===== src/rtl/uart_dma_pkg.sv =====
// Shared types and constants for the uart DMA responder.
// Holds the beat FSM encoding and the sizing of the strobe pacing counter.
package uart_dma_pkg;

    typedef enum logic [2:0] {
        IDLE,
        RX_MEM,
        RX_HI,
        RX_LO,
        TX_MEM,
        TX_HI,
        TX_LO
    } uart_dma_state_t;

    localparam int STB_CW     = 4;
    localparam int STB_HI_DEF = 2;
    localparam int STB_LO_DEF = 2;

endpackage


===== src/rtl/uart_dma_strobe.sv =====
// HI/LO pacing for the uart pop/push level strobes.
// A go pulse gives hi_cyc cycles of stb=1, then lo_cyc cycles of stb=0; fin marks the last LO cycle.
module uart_dma_strobe
    import uart_dma_pkg::*;
(
    input  logic              clk,
    input  logic              rstb,
    input  logic              go,
    input  logic [STB_CW-1:0] hi_cyc,
    input  logic [STB_CW-1:0] lo_cyc,
    output logic              stb,
    output logic              fin
);

    typedef enum logic [1:0] {PH_OFF, PH_HI, PH_LO} phase_t;

    phase_t            phase;
    logic [STB_CW-1:0] cnt;

    always_ff @(posedge clk or negedge rstb) begin
        if (!rstb) begin
            phase <= PH_OFF;
            cnt   <= '0;
        end else if (go) begin
            phase <= PH_HI;
            cnt   <= '0;
        end else begin
            case (phase)
                PH_HI: begin
                    if (cnt == hi_cyc - STB_CW'(1)) begin
                        phase <= PH_LO;
                        cnt   <= '0;
                    end else begin
                        cnt <= cnt + STB_CW'(1);
                    end
                end
                PH_LO: begin
                    if (fin) begin
                        phase <= PH_OFF;
                        cnt   <= '0;
                    end else begin
                        cnt <= cnt + STB_CW'(1);
                    end
                end
                default: ;
            endcase
        end
    end

    assign stb = (phase == PH_HI);
    assign fin = (phase == PH_LO) && (cnt == lo_cyc - STB_CW'(1));

endmodule


===== src/rtl/uart_dma.sv =====
// DMA responder moving bytes between the uart FIFOs and a byte-wide memory port.
// Define UART_DMA_CIRC_EN for circular mode (channels reload base/len and stay armed).
module uart_dma
    import uart_dma_pkg::*;
#(
    parameter int AW     = 16,
    parameter int LW     = 16,
    parameter int STB_HI = STB_HI_DEF,
    parameter int STB_LO = STB_LO_DEF
) (
    input  logic          clk,
    input  logic          rstb,
    input  logic          rx_start,
    input  logic          tx_start,
    input  logic          abort,
    input  logic [AW-1:0] rx_base,
    input  logic [LW-1:0] rx_len,
    input  logic [AW-1:0] tx_base,
    input  logic [LW-1:0] tx_len,
    output logic          rx_busy,
    output logic          tx_busy,
    output logic          rx_done,
    output logic          tx_done,
    output logic [LW-1:0] rx_remain,
    output logic [LW-1:0] tx_remain,
    input  logic          rempty,
    input  logic          wfull,
    input  logic [7:0]    rchar,
    output logic [7:0]    wchar,
    output logic          pop,
    output logic          push,
    output logic          mem_req,
    output logic          mem_we,
    output logic [AW-1:0] mem_addr,
    output logic [7:0]    mem_wdata,
    input  logic [7:0]    mem_rdata,
    input  logic          mem_ack
);

    uart_dma_state_t state, state_nx;
    logic [AW-1:0]   rx_ptr, tx_ptr;
    logic            last_rx, abort_pend;
    logic            go, stb, fin;
    logic            rx_ok, tx_ok, serve_rx, kill;
`ifdef UART_DMA_CIRC_EN
    logic [AW-1:0]   rx_base_q, tx_base_q;
    logic [LW-1:0]   rx_len_q, tx_len_q;
`endif

    uart_dma_strobe u_strobe (
        .clk    (clk),
        .rstb   (rstb),
        .go     (go),
        .hi_cyc (STB_CW'(STB_HI)),
        .lo_cyc (STB_CW'(STB_LO)),
        .stb    (stb),
        .fin    (fin)
    );

    always_ff @(posedge clk or negedge rstb) begin
        if (!rstb) state <= IDLE;
        else       state <= state_nx;
    end

    always_comb begin
        state_nx = state;
        go       = 1'b0;
        rx_ok    = rx_busy & ~rempty;
        tx_ok    = tx_busy & ~wfull;
        serve_rx = (rx_ok && tx_ok) ? ~last_rx : rx_ok;
        case (state)
            IDLE:   if (!abort && (rx_ok || tx_ok)) state_nx = serve_rx ? RX_MEM : TX_MEM;
            RX_MEM: if (mem_ack) begin state_nx = RX_HI; go = 1'b1; end
            RX_HI:  if (!stb) state_nx = RX_LO;
            RX_LO:  if (fin) state_nx = IDLE;
            TX_MEM: if (mem_ack) begin state_nx = TX_HI; go = 1'b1; end
            TX_HI:  if (!stb) state_nx = TX_LO;
            TX_LO:  if (fin) state_nx = IDLE;
            default: state_nx = IDLE;
        endcase
    end

    // HI state covers the strobe-high cycles; the first LO cycle is spent leaving HI.
    assign pop  = stb && (state == RX_HI);
    assign push = stb && (state == TX_HI);
    assign kill = abort | abort_pend;

    always_ff @(posedge clk or negedge rstb) begin
        if (!rstb) begin
            rx_busy <= 1'b0; tx_busy <= 1'b0; rx_done <= 1'b0; tx_done <= 1'b0;
            rx_remain <= '0; tx_remain <= '0; rx_ptr <= '0; tx_ptr <= '0;
            wchar <= '0; mem_req <= 1'b0; mem_we <= 1'b0; mem_addr <= '0; mem_wdata <= '0;
            last_rx <= 1'b0; abort_pend <= 1'b0;
`ifdef UART_DMA_CIRC_EN
            rx_base_q <= '0; tx_base_q <= '0; rx_len_q <= '0; tx_len_q <= '0;
`endif
        end else begin
            rx_done <= 1'b0;
            tx_done <= 1'b0;
            if (state == IDLE && state_nx == RX_MEM) begin
                mem_req <= 1'b1; mem_we <= 1'b1; mem_addr <= rx_ptr; mem_wdata <= rchar;
                last_rx <= 1'b1;
            end
            if (state == IDLE && state_nx == TX_MEM) begin
                mem_req <= 1'b1; mem_we <= 1'b0; mem_addr <= tx_ptr;
                last_rx <= 1'b0;
            end
            if ((state == RX_MEM || state == TX_MEM) && mem_ack) mem_req <= 1'b0;
            if (state == TX_MEM && mem_ack) wchar <= mem_rdata;
            if (abort && state != IDLE) abort_pend <= 1'b1;

            if (state == RX_LO && fin) begin
                rx_ptr    <= rx_ptr + AW'(1);
                rx_remain <= rx_remain - LW'(1);
                if (rx_remain == LW'(1)) begin
                    rx_done <= ~kill;
`ifdef UART_DMA_CIRC_EN
                    if (!kill) begin rx_ptr <= rx_base_q; rx_remain <= rx_len_q; end
`else
                    rx_busy <= 1'b0;
`endif
                end
            end
            if (state == TX_LO && fin) begin
                tx_ptr    <= tx_ptr + AW'(1);
                tx_remain <= tx_remain - LW'(1);
                if (tx_remain == LW'(1)) begin
                    tx_done <= ~kill;
`ifdef UART_DMA_CIRC_EN
                    if (!kill) begin tx_ptr <= tx_base_q; tx_remain <= tx_len_q; end
`else
                    tx_busy <= 1'b0;
`endif
                end
            end

            // An abort lets the current beat finish its LO phase before disarming.
            if ((state == RX_LO || state == TX_LO) && fin && kill) begin
                rx_busy <= 1'b0; tx_busy <= 1'b0; abort_pend <= 1'b0;
            end
            if (abort && state == IDLE) begin
                rx_busy <= 1'b0; tx_busy <= 1'b0;
            end

            if (rx_start && !rx_busy) begin
                rx_ptr <= rx_base; rx_remain <= rx_len;
                rx_busy <= (rx_len != '0); rx_done <= (rx_len == '0);
`ifdef UART_DMA_CIRC_EN
                rx_base_q <= rx_base; rx_len_q <= rx_len;
`endif
            end
            if (tx_start && !tx_busy) begin
                tx_ptr <= tx_base; tx_remain <= tx_len;
                tx_busy <= (tx_len != '0); tx_done <= (tx_len == '0);
`ifdef UART_DMA_CIRC_EN
                tx_base_q <= tx_base; tx_len_q <= tx_len;
`endif
            end
        end
    end

endmodule

===== config.mk =====
export PLATFORM = sky130hd
export DESIGN_NAME = uart_dma
export DESIGN_NICKNAME = d
export VERILOG_FILES = /design/src/rtl/uart_dma_pkg.sv /design/src/rtl/uart_dma_strobe.sv /design/src/rtl/uart_dma.sv
export SDC_FILE = /design/constraint.sdc
export NUM_CORES = 1
export LEC_CHECK = 0
export CORE_MARGIN = 2
export CORE_UTILIZATION = 53
export DETAILED_ROUTE_END_ITERATION = 10
export PLACE_DENSITY = 0.89
export SLEW_MARGIN = 20
export SYNTH_ARGS = -nofsm -noshare
export SYNTH_HDL_FRONTEND = slang
export SYNTH_SLANG_ARGS = --single-unit

===== constraint.sdc =====
create_clock -name clk -period 5.8 [get_ports clk]
set_input_delay 1.74 -clock clk [delete_from_list [all_inputs] [get_ports clk]]
set_output_delay 1.74 -clock clk [all_outputs]
set_load 0.02 [all_outputs]

Word-level counts from Yosys, hierarchy flattened
Cells that the tools add are included.
{"block": "totals", "reg_bits": 112, "inputBits": 88, "out_inout_bits": 72, "wordCells": 139}
{"block": "classes", "n_addsub": 5, "eq_ne": 15, "n_mux": 51, "bitwise": 7, "reduce_logical": 44}
{"op": "16-bit 2-to-1 mux", "count": 10}
{"op": "16-bit by 1-bit adder with 16-bit output, second input constant", "count": 2}
{"op": "16-bit by 1-bit == test with 1-bit output, second input constant", "count": 2}
{"op": "16-bit logical NOT", "count": 2}
{"op": "16-bit nonzero test", "count": 2}
{"op": "16-bit by 1-bit subtractor with 16-bit output, second input constant", "count": 2}
{"op": "1-bit 2-to-1 mux", "count": 25}
{"op": "3-bit 2-to-1 mux", "count": 7}
{"op": "3-bit case mux with 6 select lines", "count": 1}
{"op": "1-bit logical AND", "count": 17}
{"op": "4-bit nonzero test", "count": 4}
{"op": "3-bit == test, second input constant", "count": 4}
{"op": "4-bit 2-to-1 mux", "count": 3}
{"op": "3-bit nonzero test", "count": 3}
{"op": "4-bit case mux with 2 select lines", "count": 1}
{"op": "2-bit nonzero test", "count": 4}
{"op": "3-bit by 1-bit == test with 1-bit output, second input constant", "count": 2}
{"op": "3-bit by 2-bit == test with 1-bit output, second input constant", "count": 2}
{"op": "2-bit 2-to-1 mux", "count": 3}
{"op": "4-bit by 1-bit adder with 4-bit output, second input constant", "count": 1}
{"op": "4-bit by 1-bit == test with 1-bit output, second input constant", "count": 1}
{"op": "1-bit NOT", "count": 4}
{"op": "2-bit case mux with 2 select lines", "count": 1}
{"op": "2-bit AND reduction", "count": 2}
{"op": "other kinds (11)", "count": 17}

Longest topological paths before layout
{"block": "logic_depth", "word_depth": 12, "ltp_mapped": 8, "depth_no_buf": 6}

By module
From an unflattened synthesis, not the netlist that was laid out.
{"block": "unflattened", "cells_unflattened": 641, "hier_area_um2": 6094.6}
{"mod": "uart_dma", "instances": 1, "cells_each": 590, "area_each_um2": 5581.6, "seq_area_each_um2": 2652.5}
{"mod": "uart_dma_strobe", "instances": 1, "cells_each": 51, "area_each_um2": 513.0, "seq_area_each_um2": 150.1}

Least setup slack after synthesis
OpenSTA, ideal clock, no wires.
{"block": "synth_path", "path_type": "input to register", "from": "input port abort", "to": "register mem_addr[11]", "setup_time_ps": 132, "arrival_ps": 3101, "t_required_ps": 5668, "path_slack_ps": 2567, "path_stages": 6, "path_buffers": 2, "cell_sequence": "nor4_1 o311a_1 buf_2 buf_2 mux2i_1 o21ai_1"}
{"block": "synth_via", "elab_chain_cells": 7, "elab_cells_between_ends": 10, "classes_between": "eq/ne (2); mux (3); reduce/logical (5)"}
{"element": "from (decl)", "line_no": "uart_dma.sv:15", "rtl": "input logic abort,"}
{"element": "1-bit logical NOT *", "line_no": "uart_dma.sv:72", "rtl": "IDLE: if (!abort && (rx_ok || tx_ok)) state_nx = serve_rx ? RX_MEM : TX_MEM;"}
{"element": "1-bit logical AND *", "line_no": "uart_dma.sv:72"}
{"element": "3-bit 2-to-1 mux *", "line_no": "uart_dma.sv:72"}
{"element": "3-bit case mux with 6 select lines *", "line_no": "uart_dma.sv:71", "rtl": "case (state)"}
{"element": "3-bit == test / 3-bit by 1-bit == test with 1-bit output (equally long branches)", "line_no": "uart_dma.sv:104, uart_dma.sv:100"}
{"element": "1-bit logical AND (on tied branches)", "line_no": "uart_dma.sv:104, uart_dma.sv:100"}
{"element": "16-bit 2-to-1 mux / 2-bit nonzero test (equally long branches)"}
{"element": "to (signal assigned)", "line_no": "uart_dma.sv:92", "rtl": "wchar <= '0; mem_req <= 1'b0; mem_we <= 1'b0; mem_addr <= '0; mem_wdata <= '0;"}
{"element": "to (signal assigned)", "line_no": "uart_dma.sv:101", "rtl": "mem_req <= 1'b1; mem_we <= 1'b1; mem_addr <= rx_ptr; mem_wdata <= rchar;"}
{"element": "to (signal assigned)", "line_no": "uart_dma.sv:105", "rtl": "mem_req <= 1'b1; mem_we <= 1'b0; mem_addr <= tx_ptr;"}
{"element": "to (decl)", "line_no": "uart_dma.sv:34", "rtl": "output logic [AW-1:0] mem_addr,"}
Every way passes the cells marked *; elsewhere a longest branch is shown, timed or not.
A chain may end at the register's enable or synchronous reset.

Worst setup path after layout
Same ends and word-level chain as after synthesis.

==> reports/metrics.yaml <==
outcome: "finished, final reports clean"
synth_cells: 643
dominantRegCellSynth: "dfrtp_1"
max_slew_margin: 0.288
insertion_delay_ns: 0.35
antenna_found_initial: 0
fp.dieW_um: 111
arrival_ns: 4.34
clock-sinks: 112
cts-root-buf: "clkbuf_16"
cp-end-kind: "flip-flop"
synth-edff-count: 0
report.final.slew_viol_count: 0
rsz0062_at_grt: "no"
wl_per_cell_um: 18.0
tightest_slew_ns: 1.07
synth_area_leaders: "dfrtp_1, nand2_1, o21ai_0, mux2_2, mux2i_1"
port_buffers: 159
slowest_delay_ns: 1.01
nets: 878
hpwl_mm: 12.0
fin_setup_tns_ns: 0
yosysMostFrequentCell: "dfrtp_1"
cp-start-kind: "input port"
cts.repair.resized: 0
netlist.area_leader.share: 0.464
gp_congestion: 0.890
antenna_left: 0
setup_slack_ns: 1.66
start_util: 0.536
nFillCells: 852
cts_htree_levels: 3
power.density_nw_per_um2: 297
grt_pass1_wl_mm: 27.8
clock_path_buffers: 2
clkTransAtPathRegs_ns: 0.07
setup_viol: 0
hold_buffers: 0
ios: 160
synthArstFlopShare: 1.00
grt_pass1_vias: 5645
postCtsSetupRepairBufs: 0
drive_above_1_share: 0.0635
synth-seq-cells: 112
ys_seq_area_frac: 0.464
fin_crit_ns: 4.14
cts_tree: "done"
firstDrtPassIters: 6
hold_path.class: "flip-flop to flip-flop"
drc: 0
p_leak_nw: 3.05
cp_slowest_cell: "o311a_1"
synth_area_leader_cell: "dfrtp_1"
syn_area_per_cell_um2: 9.40
grt_max_degree: 90
vias_per_cell: 6.20
yosys_warnings: 0
max_freq_mhz: 242
max-cap-violations: 0
antennaDiodeCount: 0
fin_skew_ns: 0.00463
routed_wl_mm: 16.8
grt.overflow.total: 0
syn_nets: 739
final_util: 0.711
irDropWorstVdd_mv: 0.315
dpl_worst_slack_ns: 1.47
cp.required_ns: 6.00
synth_area_um2: 6050
worstSetupPathType: "input port to flip-flop"
netlist_top_cells_count: "dfrtp_1, nand2_1, nor2_1, o21ai_0, clkbuf_1"
hold_viol_final: 0
fin_crit_sh: 0.714
row_count: 39
cp_max_fo: 18
cts_inserted_buffers: 9
drt-initial-drc-count: 551
whs_ns: 0.505
die_h_um: 111
die_area_um2: 12300
core_um2: 11300
ys_types: 56
critical_path.cell_chain: "clkdlybuf4s50_1, nor4_1, o311a_1, mux2i_1, o21ai_1"
area_growth_pct: 32.6
num_vias: 5769
grt_use_total: 0.280
[worst max-delay path: cells and delay by family]
kind / cells / cell delay, ns
muxes: 1 / 0.31
buffers and inverters: 1 / 0.47
and+or+nand+nor: 1 / 0.71
AOI/OAI and AO/OA: 2 / 1.10
[path summary, 6_finish.rpt]
kind / from / endpoint / slack, ns / cells past startpoint
worst max-delay path: abort / mem_addr[11]$_DFFE_PN0P_ / 1.66 / 5
worst min-delay path: mem_addr[9]$_DFFE_PN0P_ / mem_addr[9]$_DFFE_PN0P_ / 0.51 / 2
worst max register to register: state[2]$_DFF_PN0_ / mem_addr[11]$_DFFE_PN0P_ / 2.76 / 4
worst min register to register: mem_addr[9]$_DFFE_PN0P_ / mem_addr[9]$_DFFE_PN0P_ / 0.51 / 2
max in group asynchronous: rstb / u_strobe.cnt[0]$_DFFE_PN0P_ / 3.49 / 2
min in group asynchronous: rstb / rx_remain[9]$_DFFE_PN0P_ / 1.39 / 1
[cell type report]
type | count | area [um2] | area share
flip-flops and latches | 112 | 2800 | 0.350
clock inverters | 5 | 56.3 | 0.00702
repair buffers | 162 | 1620 | 0.201
well taps | 143 | 179 | 0.0223
multi-input cells | 482 | 3070 | 0.382
inverters | 15 | 56.3 | 0.00702
clock buffers | 11 | 243 | 0.0303
[registers in the layout, summed over array words and instances, names as in the netlist]
signal / cells
rx_ptr: 16
tx_remain: 16
mem_wdata: 8
tx_ptr: 16
u_strobe.phase: 2
abort_pend: 1
state: 3
tx_done: 1
mem_addr: 16
rx_busy: 1
mem_req: 1
u_strobe.cnt: 4
rx_done: 1
last_rx: 1
tx_busy: 1
rx_remain: 16
wchar: 8
[power breakdown]
part / switching [W] / internal, W
registers: 0.000208 / 0.000912
logic: 0.000316 / 0.000322
clock network: 0.000281 / 0.000346
total: 0.000805 / 0.00158
[metal layers]
layer	track usage	share of wire	up-vias
met5	0	0	-
met3	0.0634	0.071	38
met2	0.470	0.50	255
met4	0.0883	0.026	0
met1	0.362	0.40	2835
li1	-	-	2641
[kinds of logic after synthesis]
family	count (synthesis)	synth area share
AO/OA/AOI/OAI	133	0.130
XOR/XNOR	27	0.0391
adder cells (fa/ha/maj)	9	0.0182
buffers and inverters	49	0.0323
flip-flops	112	0.464
multiplexers	39	0.0685
AND/OR/NAND/NOR	274	0.248
[placed cells by master, fill, tap and decap left out, types with 4 or more instances in the layout]
master and n:
a21oi_1 10, a31oi_1 29, clkbuf_16 9, clkdlybuf4s50_1 158
dfrtp_1 112, ha_1 8, inv_1 15, mux2_2 19
mux2i_1 20, nand2_1 67, nand2b_1 8, nand3_1 15
nand3b_1 4, nand4_1 21, nor2_1 52, nor2b_1 4
nor3_1 12, nor4_1 18, o21ai_0 49, o21ai_1 16
o31ai_1 7, or3_1 24, or4_1 18, xnor2_1 10
xor2_1 17
[per-stage QoR]
| step | power, W | cell area, um2 | instances |
|---|---|---|---|
| floorplan | 0.00142 | 6050 | 643 |
| detailed placement | 0.00175 | 7710 | 914 |
| CTS | 0.00239 | 8010 | 930 |
| global route | 0.00251 | 8020 | 930 |
| global placement | 0.00171 | 7700 | 914 |
| finish | 0.00239 | 8020 | 930 |
(Power assumes the default switching activity.)
